$ cat src/rtl/pipe_stage.sv
// Elastic pipeline register: 1-cycle latency, NOP presented when empty, stall bubbles and holds, flush kills.
// Define PIPE_STAGE_SKID_EN for a two-entry skid buffer with registered in_ready.
module pipe_stage #(
  parameter int                 INSTR_W   = 32,
  parameter int                 PC_W      = 64,
  parameter logic [INSTR_W-1:0] NOP_INSTR = INSTR_W'(32'h0000_0013)
) (
  input  logic               clk,
  input  logic               rst,
  input  logic               in_valid,
  output logic               in_ready,
  input  logic [INSTR_W-1:0] in_instr,
  input  logic [PC_W-1:0]    in_pc,
  input  logic               stall,
  input  logic               flush,
  output logic               out_valid,
  input  logic               out_ready,
  output logic [INSTR_W-1:0] out_instr,
  output logic [PC_W-1:0]    out_pc,
  output logic [15:0]        stall_cnt,
  output logic [7:0]         flush_cnt
);

  logic               main_valid, main_valid_d;
  logic [INSTR_W-1:0] main_instr, main_instr_d;
  logic [PC_W-1:0]    main_pc, main_pc_d;
  logic               accept, drain;
  logic [15:0]        stall_q;
  logic [7:0]         flush_q;

  assign out_valid = main_valid & ~stall;
  assign drain     = out_valid & out_ready;
  assign accept    = in_valid & in_ready & ~stall & ~flush;
  assign out_instr = main_valid ? main_instr : NOP_INSTR;
  assign out_pc    = main_valid ? main_pc : '0;
  assign stall_cnt = stall_q;
  assign flush_cnt = flush_q;

`ifdef PIPE_STAGE_SKID_EN
  logic               skid_valid, skid_valid_d;
  logic [INSTR_W-1:0] skid_instr, skid_instr_d;
  logic [PC_W-1:0]    skid_pc, skid_pc_d;
  logic               rdy_q;

  // Registered ready only looks at local state; stall and reset still gate it.
  assign in_ready = rdy_q & ~stall & ~rst;

  always_comb begin
    main_valid_d = main_valid;
    main_instr_d = main_instr;
    main_pc_d    = main_pc;
    skid_valid_d = skid_valid;
    skid_instr_d = skid_instr;
    skid_pc_d    = skid_pc;
    if (flush) begin
      main_valid_d = 1'b0;
      skid_valid_d = 1'b0;
    end else if (drain) begin
      if (skid_valid) begin
        main_instr_d = skid_instr;
        main_pc_d    = skid_pc;
        skid_valid_d = accept;
        skid_instr_d = in_instr;
        skid_pc_d    = in_pc;
      end else if (accept) begin
        main_instr_d = in_instr;
        main_pc_d    = in_pc;
      end else begin
        main_valid_d = 1'b0;
      end
    end else if (accept) begin
      if (main_valid) begin
        skid_valid_d = 1'b1;
        skid_instr_d = in_instr;
        skid_pc_d    = in_pc;
      end else begin
        main_valid_d = 1'b1;
        main_instr_d = in_instr;
        main_pc_d    = in_pc;
      end
    end
  end

  always_ff @(posedge clk) begin
    if (rst) begin
      skid_valid <= 1'b0;
      rdy_q      <= 1'b1;
    end else begin
      skid_valid <= skid_valid_d;
      rdy_q      <= ~skid_valid_d;
    end
    skid_instr <= skid_instr_d;
    skid_pc    <= skid_pc_d;
  end
`else
  assign in_ready = ~rst & ~stall & (~main_valid | out_ready);

  always_comb begin
    main_valid_d = main_valid;
    main_instr_d = main_instr;
    main_pc_d    = main_pc;
    if (flush) begin
      main_valid_d = 1'b0;
    end else if (accept) begin
      main_valid_d = 1'b1;
      main_instr_d = in_instr;
      main_pc_d    = in_pc;
    end else if (drain) begin
      main_valid_d = 1'b0;
    end
  end
`endif

  always_ff @(posedge clk) begin
    if (rst) begin
      main_valid <= 1'b0;
    end else begin
      main_valid <= main_valid_d;
    end
    main_instr <= main_instr_d;
    main_pc    <= main_pc_d;
  end

  // Only stalls that actually hold an instruction are worth counting.
  always_ff @(posedge clk) begin
    if (rst) begin
      stall_q <= '0;
      flush_q <= '0;
    end else begin
      if (stall && main_valid && stall_q != 16'hFFFF) stall_q <= stall_q + 16'd1;
      if (flush && flush_q != 8'hFF) flush_q <= flush_q + 8'd1;
    end
  end

endmodule

$ cat config.mk
export PLATFORM = sky130hd
export DESIGN_NAME = pipe_stage
export DESIGN_NICKNAME = d
export VERILOG_FILES = /design/src/rtl/pipe_stage.sv
export SDC_FILE = /design/constraint.sdc
export NUM_CORES = 1
export LEC_CHECK = 0
export CAP_MARGIN = 20
export CORE_MARGIN = 8
export CORE_UTILIZATION = 35
export CTS_CLUSTER_DIAMETER = 200
export DETAILED_ROUTE_END_ITERATION = 12
export PLACE_DENSITY = 0.7
export SETUP_SLACK_MARGIN = 0.2
export SYNTH_ARGS = -nofsm -noshare
export SYNTH_HDL_FRONTEND = slang
export SYNTH_SLANG_ARGS = --single-unit
$ cat constraint.sdc
create_clock -name clk -period 5.67 [get_ports clk]
set_clock_uncertainty 0.05 [all_clocks]
set_input_delay 1.4175 -clock clk [delete_from_list [all_inputs] [get_ports clk]]
set_output_delay 1.4175 -clock clk [all_outputs]
set_load 0.02 [all_outputs]
==> results.cfg <==
[run_status]
status = finished clean

[clock_network]
post_cts.repair.setup_buffers = 0
root_buffer = clkbuf_16
clk_latency_ns = 0.40
cts-htree-levels = 4
ctsResizeCount = 0
cts_tree = done
cts_hold_buffers = 0
cts_sinks = 121
cts.clk_slew.worst_paths_ns = 0.05
cts_buffers = 17
cts_max_path_buffers = 2

[timing]
hold_violations = 0
period_needed_ns = 4.466
worst_pin_slew_ns = 0.6719
setup_tns_ns = 0
rsz0062_at_grt = no
fmax_mhz = 223.9
fin_crit_sh_pct = 78.77
slew_viol_final = 0
slew_headroom_pct = 55.21
setup_viol = 0

[setup_path]
worstPathMaxFanout = 7
crit_chain = clkdlybuf4s50_1 > a211oi_1 > clkdlybuf4s50_1
cp-start-kind = input port
slowest_delay_ns = 0.66
crit_top_cell = clkdlybuf4s50_1
slowest_stage = clkdlybuf4s50_1
cp-end-kind = output port
critPathRequiredTime_ns = 4.20
cp.arrival_ns = 3.00
critical_path_class = input port to output port

[power_and_ir_drop]
total_power_mw = 2.217
p_switching_mw = 0.4215
ir_drop_mv = 0.2294
internal_power_mw = 1.795
p_clk_share_pct = 48.9
p_leak_nw = 2.704
p_seq_share_pct = 44.3
power_frac_comb_pct = 6.7
powerDensity_mw_per_mm2 = 282.4
switching_share_pct = 19.01

[global_routing]
grt_pass1_vias = 3887
antenna_found_initial = 0
grt_pass1_wl_um = 20940
grt.overflow.total = 0
grt_start_max_net_pins = 58
gr-usage-all-layers_pct = 15.25

[layout]
area.growth.synth_to_final_pct = 62.68
layout_commonest_cell = clkdlybuf4s50_1
final_cell_mix = 223 x clkdlybuf4s50_1, 96 x edfxtp_1, 94 x and2_1
drive_above_1_share_pct = 6.711
diodes = 0
nNetsFinal = 687

[floorplan]
floorplan.initialDensity_pct = 35.30
rows = 43
die_y_um = 133.4
core-area_mm2 = 0.01367
io_pins = 224
die_area_mm2 = 0.01780
die_w_um = 133.4

[drt]
drc_errors = 0
first_pass_iters = 5
drt-total-wl_um = 13710
wire_per_inst_um = 17.67
vias_per_cell = 4.679
vias = 3631
detail-route-antenna-nets = 0
drtIter0Drc = 138

[synth]
netlist.area_leader.share_pct = 59.75
synth_area_mm2 = 0.004825
ys_types = 41
avgSynthCellArea_um2 = 13.71
synth.yosys.seq_area_share_pct = 70.12
ys_warn_count = 0
synth_top_area_cell = edfxtp_1
syn_nets = 456
synthCells = 352
synth-seq-cells = 121
synthTopCellsByArea = edfxtp_1 60%, and2_1 12%, dfxtp_1 10%

[min_path]
hold_class = register to register

[run]
max_cap_violations = 0

[place]
io_buffers = 223
dp_hpwl_um = 10250
gp_congestion = 0.7862
cell families (layout without fill, tap and decap cells):
group / count (synthesis) / after routing / synth area share, %
AOI/OAI and AO/OA: 41 / 41 / 5.316
xor gates and xnor gates: 4 / 4 / 0.7261
adders and majority gates: 2 / 2 / 0.5186
buffers and inverters: 21 / 265 / 1.815
DFF: 121 / 121 / 70.12
muxes: 2 / 2 / 0.4409
and+or+nand+nor: 161 / 161 / 21.06
synthesized netlist by cell type:
master / count
and2_1: 94
and3_1: 3
ha_1: 2
o31ai_1: 6
and2b_1: 1
nor4_1: 1
or4_1: 5
or2_2: 1
buf_2: 1
nand4_2: 1
nand4_1: 8
nor4_4: 1
nor3_1: 1
o21ai_1: 2
or3_1: 9
dfxtp_1: 25
o21a_1: 1
nor2b_1: 1
nand2b_1: 5
mux2_1: 1
o31ai_4: 1
clkbuf_1: 14
mux2i_1: 1
and4_1: 3
nand3_1: 5
nor2_1: 10
o311ai_2: 1
a211oi_1: 2
or3b_2: 1
nand2_1: 7
xor2_1: 4
a31oi_1: 1
edfxtp_1: 96
inv_1: 5
buf_6: 1
and3_2: 1
o21ai_0: 11
a21oi_1: 16
and2_2: 1
nand4_4: 1
and3b_1: 1
flip-flops by register name, summed over array words and instances, names as in the netlist:
signal / count
main_pc: 64
main_instr: 32
stall_cnt: 16
flush_cnt: 8
main_valid: 1
final timing paths:
path	startpoint	end	slack, ns	cells after the start
worst min-delay path	stall_cnt[1]$_SDFFE_PP0P_	stall_cnt[1]$_SDFFE_PP0P_	0.48	2
worst max-delay path	stall	in_ready	1.20	3
worst min register to register	stall_cnt[1]$_SDFFE_PP0P_	stall_cnt[1]$_SDFFE_PP0P_	0.48	2
worst max register to register	main_valid$_SDFFE_PP0P_	main_pc[9]$_DFFE_PP_	2.98	4
routing by layer:
metal  vias up  part of all wire [%]  GRT usage [%]
met5         -                     0              0
li1       1739                     -              -
met1      1727                    36          15.17
met3        20                    10          7.831
met4         0                   2.1          6.675
met2       145                    51          26.17
power by group through the flow:
stage	clock network (mW)	logic, mW	registers [mW]
global route	1.15	0.159	0.983
finish	1.08	0.149	0.982
global placement	0	0.148	1.00
floorplan	0	0.0418	1.00
detailed placement	0	0.150	1.00
CTS	1.11	0.151	0.982
per-stage QoR:
step	cell area (um^2)	cells	setup WS [ns]	util (%)	hold WS, ns
6_report	7849	776	1.204	57.43	0.4803
5_1_grt	7849	776	1.105	57.43	0.5201
3_3_place_gp	7256	744	1.208	53.09	0.4621
3_5_place_dp	7256	744	1.191	53.09	0.4716
4_1_cts	7849	776	1.183	57.43	0.4788
2_1_floorplan	4825	352	0.5897	-	0.5273
worst max-delay path: cells and delay by family:
family | cells | cell delay, ns
AO/OA/AOI/OAI | 1 | 0.35
buffers and inverters | 2 | 1.22
final cells by class:
cell class,instances,area [um^2]
clock buffers,21,440.4
clock inverters,11,152.6
fillers,1132,5817
inverters,5,18.77
multi-input cells,210,1358
flip-flops and latches,121,3385
well taps,180,225.2
repair buffers,228,2270
No activity file was read; power rests on OpenSTA's default activity.
